**config.mk**
```make
export PLATFORM = sky130hd
export DESIGN_NAME = issue_ctrl
export DESIGN_NICKNAME = d
export VERILOG_FILES = /design/src/rtl/issue_ctrl.sv
export SDC_FILE = /design/constraint.sdc
export NUM_CORES = 1
export LEC_CHECK = 0
export ABC_AREA = 1
export CAP_MARGIN = 25
export CORE_UTILIZATION = 46
export CTS_BUF_LIST = sky130_fd_sc_hd__clkbuf_4 sky130_fd_sc_hd__clkbuf_8
export DETAILED_ROUTE_END_ITERATION = 10
export PLACE_DENSITY = 0.95
export SLEW_MARGIN = 20
export SYNTH_ARGS = -nofsm -noshare
export SYNTH_HDL_FRONTEND = slang
export SYNTH_SLANG_ARGS = --single-unit
```
**constraint.sdc**
```tcl
create_clock -name clk -period 11.65 [get_ports clk]
set_clock_uncertainty 0.1 [all_clocks]
set_input_delay 2.9125 -clock clk [delete_from_list [all_inputs] [get_ports clk]]
set_output_delay 2.9125 -clock clk [all_outputs]
set_load 0.005 [all_outputs]
```
**src/rtl/issue_ctrl.sv**
```systemverilog
// Single-entry instruction holding stage and issue sequencer between fetch and decode.
// Holds one word for the decoder, issues it to the selected unit, and sequences branch resolution.
module issue_ctrl #(
  parameter int         NUM_UNITS = 8,
  parameter logic [2:0] ERR_UNIT  = 3'd0
) (
  input  logic                 clk,
  input  logic                 rst,
  input  logic                 if_valid,
  input  logic [31:0]          if_inst,
  input  logic [31:0]          if_pc,
  output logic                 if_ready,
  output logic                 id_valid,
  output logic [31:0]          id_inst,
  output logic [31:0]          id_pc,
  input  logic [2:0]           dec_ex_unit,
  input  logic                 dec_stall,
  input  logic [NUM_UNITS-1:0] unit_busy,
  output logic                 issue_fire,
  output logic [2:0]           issue_unit,
  input  logic                 br_done,
  input  logic                 br_taken,
  input  logic [31:0]          br_target,
  output logic                 pc_redirect_en,
  output logic [31:0]          pc_redirect,
  output logic [15:0]          stall_cnt,
  output logic [7:0]           illegal_cnt
);

  // state   | meaning
  // EMPTY   | no instruction held, fetch accepted
  // HOLD    | instruction presented to decoder, waiting for issue or drop
  // WAIT_BR | control instruction issued, fetch blocked until resolution
  // REDIR   | one-cycle redirect pulse to fetch
  typedef enum logic [1:0] {
    S_EMPTY,
    S_HOLD,
    S_WAIT_BR,
    S_REDIR
  } state_t;

  state_t state, state_nxt;

  logic [7:0] busy_pad;
  logic       can_issue;
  logic       drop;
  logic       load;
  logic       stall_inc;

  // Unit codes with no busy flag behind them are never issuable.
  for (genvar g = 0; g < 8; g++) begin : g_busy
    if (g < NUM_UNITS) begin : g_in
      assign busy_pad[g] = unit_busy[g];
    end else begin : g_out
      assign busy_pad[g] = 1'b1;
    end
  end

  always_comb begin
    can_issue = (state == S_HOLD) && (dec_ex_unit != ERR_UNIT) && !busy_pad[dec_ex_unit];
    drop      = (state == S_HOLD) && (dec_ex_unit == ERR_UNIT);
    if_ready  = !rst && ((state == S_EMPTY) || drop || (can_issue && !dec_stall));
    load      = if_ready && if_valid;
    stall_inc = ((state == S_HOLD) && !can_issue && !drop) || (state == S_WAIT_BR);
    state_nxt = state;
    case (state)
      S_EMPTY: begin
        if (if_valid) state_nxt = S_HOLD;
      end
      S_HOLD: begin
        if (can_issue && dec_stall) state_nxt = S_WAIT_BR;
        else if (can_issue || drop) state_nxt = if_valid ? S_HOLD : S_EMPTY;
      end
      S_WAIT_BR: begin
        if (br_done) state_nxt = br_taken ? S_REDIR : S_EMPTY;
      end
      S_REDIR: begin
        state_nxt = S_EMPTY;
      end
      default: begin
        state_nxt = S_EMPTY;
      end
    endcase
  end

  assign id_valid   = (state == S_HOLD);
  assign issue_fire = can_issue;
  assign issue_unit = dec_ex_unit;

  always_ff @(posedge clk or posedge rst) begin
    if (rst) begin
      state          <= S_EMPTY;
      id_inst        <= 32'd0;
      id_pc          <= 32'd0;
      pc_redirect    <= 32'd0;
      pc_redirect_en <= 1'b0;
      stall_cnt      <= 16'd0;
      illegal_cnt    <= 8'd0;
    end else begin
      state          <= state_nxt;
      pc_redirect_en <= (state_nxt == S_REDIR);
      if (load) begin
        id_inst <= if_inst;
        id_pc   <= if_pc;
      end
      if ((state == S_WAIT_BR) && br_done && br_taken) pc_redirect <= br_target;
      if (stall_inc && (stall_cnt != 16'hFFFF)) stall_cnt <= stall_cnt + 16'd1;
      if (drop && (illegal_cnt != 8'hFF)) illegal_cnt <= illegal_cnt + 8'd1;
    end
  end

endmodule

```
# Word-level counts from Yosys, hierarchy flattened

Index checks and enable logic that the tools add are counted.

Register bits after elaboration: 123
Input port bits: 113
Output and inout port bits: 127
Logic and storage cells: 50

Add/sub/neg operators: 2
$lt $le $gt $ge: 1
Eq/ne operators: 6
Mux-type cells: 9
Reductions and logical operators: 25

Operators with widths:

| cell                                                        | count |
|---|---|
| adder 16 x 1 -> 16 bit (second input constant)              | 1 |
| inequality test 16 bit (second input constant)              | 1 |
| logical AND 1 bit                                           | 13 |
| 2-to-1 mux 2 bit                                            | 5 |
| adder 8 x 1 -> 8 bit (second input constant)                | 1 |
| inequality test 8 bit (second input constant)               | 1 |
| one-hot mux 2 bit (4 select lines)                          | 1 |
| equality test 2 bit (second input constant)                 | 3 |
| logical NOT 1 bit                                           | 5 |
| logical OR 1 bit                                            | 4 |
| less-than comparator 3 x 4 -> 1 bit (second input constant) | 1 |
| binary-select mux 1 bit (select 3 bit)                      | 1 |
| logical NOT 3 bit                                           | 1 |
| nonzero test 3 bit                                          | 1 |
| equality test 2 x 1 -> 1 bit (second input constant)        | 1 |
| logical NOT 2 bit                                           | 1 |
| 2-to-1 mux 1 bit                                            | 2 |

# Longest topological paths before layout

Gate-level depths: netlist of run 1.

Depth in word-level cells: 9
Depth in mapped cells: 11
Mapped depth without buffers: 10

# Worst setup path after synthesis of run 1

OpenSTA, ideal clock, no wires.

Kind: in2reg
From: input port rst
To: register id_pc[12]
Library setup time: 0.085 ns
Arrival: 7.140 ns
Required time: 11.465 ns
Setup slack: 4.325 ns
Stages: 4
Path buffers: 1
Cell sequence: inv_1 > buf_1 > nand4_1 > nand2_1

Word-level cells in the longest chain between the ends: 3

Ends and longest elaborated chain:

| item                        | RTL line | source |
|---|---|---|
| from (decl)                 | 8        | `input logic rst,` |
| logical NOT 1 bit (no line) | --       |  |
| logical AND 1 bit           | 62       | `if_ready = !rst && ((state == S_EMPTY) \|\| drop \|\| (can_issue && !dec_stall));` |
| logical AND 1 bit           | 63       | `load = if_ready && if_valid;` |
| to (signal assigned)        | 104      | `id_pc <= if_pc;` |
| to (decl)                   | 15       | `output logic [31:0] id_pc,` |

Every way passes these cells.
A chain may end at the register's enable or synchronous reset.

# Worst setup path in the final report of run 1

From: input port dec_ex_unit[0]
To: output port if_ready

Word-level cells in the longest chain between the ends: 7
Elaborated cells on any way between the ends: 12
Classes of those cells: mux (2); reduce/logical (10)

Ends and longest elaborated chain:

| item                                   | RTL line | source |
|---|---|---|
| from (decl)                            | 16       | `input logic [2:0] dec_ex_unit,` |
| binary-select mux 1 bit (select 3 bit) | 60       | `can_issue = (state == S_HOLD) && (dec_ex_unit != ERR_UNIT) && !busy_pad[dec_ex_unit];` |
| 2-to-1 mux 1 bit (not written as such) | 60       |  |
| logical NOT 1 bit                      | 60       |  |
| logical AND 1 bit                      | 60       |  |
| logical AND 1 bit                      | 62       |  |
| logical OR 1 bit (*)                   | 62       |  |
| logical AND 1 bit (*)                  | 62       |  |
| to (decl)                              | 12       | `output logic if_ready,` |

Mark *: on every way between the ends. The rest lies on a longest branch, timed or not. The select of a mux whose other input is x is not followed.

==> results of run 1 <==
cells by family after synthesis:
kind of cell | Yosys count | share of synthesized area
and+or+nand+nor | 421 | 0.335
buffers and inverters | 73 | 0.0731
adders and majority gates | 2 | 0.00444
DFF | 123 | 0.547
xor gates and xnor gates | 20 | 0.0311
AOI/OAI and AO/OA | 10 | 0.0100
synthesized netlist by cell type, types with 4 or more instances:
cell / instances
buf_6: 13
nand2_2: 11
inv_1: 27
buf_4: 4
nand4_1: 68
clkbuf_1: 16
nand2_1: 297
nand3_1: 16
xor2_1: 12
xnor2_1: 8
inv_2: 5
o21ai_0: 6
nor2_1: 15
dfrtp_1: 123
flip-flops by register name, indices dropped and copies added, names as in the netlist:
| name | flops |
|---|---|
| stall_cnt | 16 |
| id_pc | 32 |
| pc_redirect | 32 |
| id_inst | 32 |
| pc_redirect_en | 1 |
| illegal_cnt | 8 |
| state | 2 |
how the worst max path moves through the flow:
stage | from | endpoint | slack [ns] | depth (start not counted)
floorplan | rst | id_inst[0] | 3.57 | 2
global placement | dec_ex_unit[0] | if_ready | 4.04 | 9
detailed placement | dec_ex_unit[0] | if_ready | 4.01 | 9
CTS | dec_ex_unit[0] | if_ready | 4.01 | 9
global route | dec_ex_unit[0] | if_ready | 3.85 | 9
finish | dec_ex_unit[0] | if_ready | 4.02 | 9
per-stage QoR:
stage / area (µm²) / cells / utilization / hold WS (ns)
3_3_place_gp: 7950 / 1000 / 0.665 / 0.351
2_1_floorplan: 5630 / 649 / - / 0.365
4_1_cts: 8340 / 1031 / 0.697 / 0.374
5_1_grt: 8350 / 1032 / 0.698 / 0.386
6_report: 8350 / 1032 / 0.698 / 0.372
3_5_place_dp: 7950 / 1000 / 0.665 / 0.358
per-layer routing:
metal  GRT usage  part of all wire  vias up
met3      0.0713             0.071       34
met1       0.299              0.41     2468
met2       0.425              0.49      208
met4       0.102             0.025        0
li1            -                 -     2531
met5           0                 0        -
critical path: stages:
cell	delay, ns
clkdlybuf4s50_1	0.50
inv_2	0.14
nand2_1	0.06
nand3_1	0.08
nand3_2	0.10
nand2_4	0.09
nand3_4	0.08
a21oi_1	0.13
clkdlybuf4s50_1	0.52
final cells by class:
cell class | count | area [µm²]
Multi-Input combinational cell | 453 | 2140
Inverter | 35 | 141
Clock buffer | 25 | 319
Tap cell | 147 | 184
Timing Repair Buffer | 243 | 2420
Fill cell | 902 | 3610
Clock inverter | 6 | 62.6
Sequential cell | 123 | 3080
power breakdown:
group          internal, W  total (W)  switching [W]
Combinational     0.000428   0.000759       0.000331
Clock             0.000199   0.000359       0.000160
Sequential        0.000604   0.000714       0.000110
==> reports/results.ini, run 1 <==
[synth]
syn_area_um2 = 5630
syn-num-nets = 764
synth_cell_types = 29
syn_avg_cell_area_um2 = 8.68
synth.largest_area_cell = dfrtp_1
async_flop_share = 1.00
synth_edf_count = 0
yosys_warnings = 0
synth.area.top_cells = dfrtp_1, nand2_1, nand4_1, buf_6, xor2_1
netlist_instances = 649
yosysTopAreaCellShare = 0.547
ys_seq_area_frac = 0.547
ys_ff_latch = 123
synth_flop_cell = dfrtp_1

[floorplanning]
start_util = 0.471
die_area_um2 = 12700
design.portCount = 240
die_h_um = 113
die_x_um = 113
fp-row-count = 40
core_um2 = 12000

[global_routing]
first_global_vias = 5080
grt_max_degree = 116
antenna_found_initial = 0
overflow = 0
grt_pass1_wl_um = 24800
grt_use_total = 0.250

[cells_and_area]
layout.nets = 988
final_common_cell = nand2_1
diodes = 0
layout_common_cells = nand2_1, clkdlybuf4s50_1, dfrtp_1, nand4_1, inv_1
drive_gt1_frac = 0.0734
syn_to_final_growth_pct = 48.3

[setup_path]
r2r_cells = 10
crit_required_ns = 8.64
r2r-end = id_pc[2]
worstPathMaxFanout = 6
rrSetupSlack_ns = 8.96
end_kind = primary output
critical_path_class = in -> out
rr_startpoint = state[1]
start_kind = input pin
crit_arrival_ns = 4.61

[timing]
fin_setup_tns_ns = 0
final.min_clock_period_ns = 7.63
setup_violations = 0
finalHoldViolCount = 0
fmax_mhz = 131
finalCritPeriodShare = 0.655
maxSlewHeadroom = 0.408
slew_viol_final = 0
worst_slack_ns = 4.02
worstMarginPinSlew_ns = 0.888
grt_setup_unrepaired = false

[clock_tree]
cts.sinks = 123
numCtsBuffers = 17
worstSkewPairLatency_ns = 0.43
ctsResizeCount = 0
clkTransAtPathRegs_ns = 0.06
cts-root-buf = clkbuf_8
clockBufferDepth = 2
cts_tree = built
cts_setup_buffers = 0
htreeDepth = 4
hold_buffers = 0

[power_and_ir_drop]
peakVddDrop_v = 0.000112
fin_total_pwr_w = 0.00183
leakagePower_nw = 4.02
power_density_nw_per_um2 = 219

[drt]
via_per_inst = 5.08
wl_per_cell_um = 14.9
dr.pass1.iters = 4
drt_iter0_markers = 448
vias = 5241
wirelength_um = 15400
drc = 0
drtAntennaViolNets = 0

[worst_hold_path]
whs_path_depth = 2
min_to = id_pc[1]
min_from = id_pc[1]
hold_path.class = reg -> reg

[placement]
hpwl_um = 10600
gp_congestion = 0.863
dp_slack_ns = 4.01
io_buffers = 239

[flow_run]
maxCapViolCount = 0

[outcome]
status = complete, no violations

Note: power is estimated with default switching activity, not from simulation.
==> run 2, diff against run 1 <==
CORE_UTILIZATION = 44   (was 46)
PLACE_DENSITY = 0.93   (was 0.95)
clock period = 7.32 ns   (was 11.65 ns; I/O delays follow)
==> run 2 against run 1 <==
  * Worst hold slack worse by 0.00063 ns
  * Sequential share of layout area fell by 0.48 points
  * Clock power grew 80%
  * Flip-flop and latch count is the same
  * Die area rose by 4.5%
  * Register-to-register slack lost 4.4 ns
  * Worst setup slack got worse by 2.2 ns
  * Wire length rose by 0.63%
  * Power increased by 63%
  * Critical path type unchanged
  * Largest cell class unchanged
  * Highest routed layer unchanged
==> reports/results.ini, run 2 (synthesis gave the netlist of run 1 again) <==
[cells_and_area]
syn_to_final_growth_pct = 50.3
layout.nets = 989  ; +0.10%
fill_cells = 931  ; +3.2%
diodes = 0  ; unchanged
final_common_cell = nand2_1
reg.largest.list = id_inst x32, id_pc x32, pc_redirect x32
layout_common_cells = nand2_1, clkdlybuf4s50_1, dfrtp_1, nand4_1, inv_1
drive_gt1_frac = 0.0745  ; +0.00105

[drt]
wirelength_um = 15500  ; +0.63%
via_per_inst = 4.93  ; -3.0%
drt_iter0_markers = 372  ; -17%
vias = 5191  ; -0.95%
drtAntennaViolNets = 0  ; unchanged
wl_per_cell_um = 14.7  ; -1.5%
dr.pass1.iters = 4  ; unchanged
drc = 0  ; unchanged

[timing]
grt_setup_unrepaired = false
maxSlewHeadroom = 0.445  ; +0.0371
fmax_mhz = 181
final.min_clock_period_ns = 5.52
setup_violations = 0  ; unchanged
finalHoldViolCount = 0  ; unchanged
fin_setup_tns_ns = 0  ; unchanged
hold_ws_ns = 0.371  ; -0.000632 ns
slew_viol_final = 0  ; unchanged
worstMarginPinSlew_ns = 0.832  ; -0.0556 ns
finalCritPeriodShare = 0.754

[power_and_ir_drop]
leakagePower_nw = 4.05  ; +0.68%
switching_share = 0.323  ; -0.00497
power_density_nw_per_um2 = 353  ; +61%
p_int_w = 0.00202  ; +64%
p_comb_frac = 0.403  ; -0.011
clkPwrFrac = 0.216  ; +0.020
seqPwrFrac = 0.382  ; -0.008
peakVddDrop_v = 0.000182  ; +62%
p_sw_w = 0.000965  ; +61%
fin_total_pwr_w = 0.00299  ; +63%

[clock_tree]
cts.sinks = 123  ; unchanged
htreeDepth = 4  ; unchanged
cts_tree = built
hold_buffers = 0  ; unchanged
clkTransAtPathRegs_ns = 0.07  ; about the same
clockBufferDepth = 2  ; unchanged
worstSkewPairLatency_ns = 0.43  ; about the same
ctsResizeCount = 0  ; unchanged
numCtsBuffers = 17  ; unchanged
cts-root-buf = clkbuf_8
cts_setup_buffers = 0  ; unchanged

[flow_run]
maxCapViolCount = 0  ; unchanged

[placement]
hpwl_um = 10600  ; +0.32%
io_buffers = 239  ; unchanged
gp_congestion = 0.839  ; -2.8%

[setup_path]
worstPathMaxFanout = 6  ; unchanged
start_kind = input pin
critical_path_class = in -> out
crit_arrival_ns = 3.59  ; -1.02 ns
crit_required_ns = 5.39  ; -3.25 ns
end_kind = primary output

[floorplanning]
die_area_um2 = 13300  ; +4.5%
start_util = 0.459  ; -0.0115
die_x_um = 115  ; +2.2%
fp-row-count = 40  ; unchanged
core_um2 = 12300  ; +2.5%
die_h_um = 115  ; +2.2%
design.portCount = 240  ; unchanged

[global_routing]
grt_max_degree = 111  ; -4.3%
use_met2 = 0.396  ; -0.0291
first_global_vias = 5039  ; -0.81%
antenna_found_initial = 0  ; unchanged
grt_busiest_layer = met2
overflow = 0  ; unchanged
grt_use_total = 0.238  ; -0.0120
grt.met1_usage = 0.281  ; -0.0179
grt_pass1_wl_um = 24200  ; -2.3%
grt_use_met3 = 0.0780  ; +0.00674

[outcome]
status = complete, no violations

[worst_hold_path]
hold_path.class = reg -> reg

## run 2: cell types whose count changed in the layout (fill, tap and decap cells not counted)
cell,before,now
bufinv_16,1,4
clkinvlp_4,3,5
buf_16,0,1
clkinv_2,2,3
clkbuf_8,21,18
buf_8,1,0
clkbuf_4,4,1
clkbuf_16,0,1
## run 2: layout make-up
class                           instances  area [µm²]  share of cell area
Clock inverter                         12         173              0.0204
Clock buffer                           19         255              0.0302
Multi-Input combinational cell        453        2140               0.253
Timing Repair Buffer                  244        2460               0.291
Sequential cell                       123        3080               0.364
Tap cell                              168         210              0.0248
Inverter                               35         141              0.0167
## run 2: layer usage
layer,wire [µm],vias up
met5,0,-
met4,388,0
met3,1150,36
met2,7730,202
met1,6240,2425
li1,-,2528
## run 2: worst paths after layout
path | depth (start not counted) | startpoint | slack, ns | to
min in group asynchronous | 2 | rst | 1.74 | illegal_cnt[6]
min reg2reg | 2 | id_pc[4] | 0.37 | id_pc[4]
max in group asynchronous | 3 | rst | 4.20 | id_inst[3]
max reg2reg | 10 | state[1] | 4.55 | id_inst[9]
min | 2 | id_pc[4] | 0.37 | id_pc[4]
max | 9 | dec_ex_unit[0] | 1.80 | if_ready
## run 2: power groups by stage
stage,logic [W],clock network (W),registers (W)
floorplan,0.000499,0,0.00115
global placement,0.00118,0,0.00113
detailed placement,0.00121,0,0.00114
CTS,0.00122,0.000660,0.00114
global route,0.00132,0.000697,0.00117
finish,0.00120,0.000645,0.00114
## run 2: through the flow
step / instances / worst slack, ns / util / area (µm²)
3_3_place_gp: 1021 / 1.88 / 0.651 / 7980
5_1_grt: 1054 / 1.72 / 0.690 / 8460
3_5_place_dp: 1021 / 1.79 / 0.651 / 7980
2_1_floorplan: 649 / 0.322 / - / 5630
6_report: 1054 / 1.80 / 0.690 / 8460
4_1_cts: 1052 / 1.79 / 0.686 / 8410
## run 2: critical path: stages
cell and delay, ns:
clkdlybuf4s50_1 0.52, inv_2 0.15, nand2_1 0.06, nand3_1 0.09
nand3_2 0.10, nand2_4 0.10, nand3_4 0.08, a21oi_1 0.13
clkdlybuf4s50_1 0.53
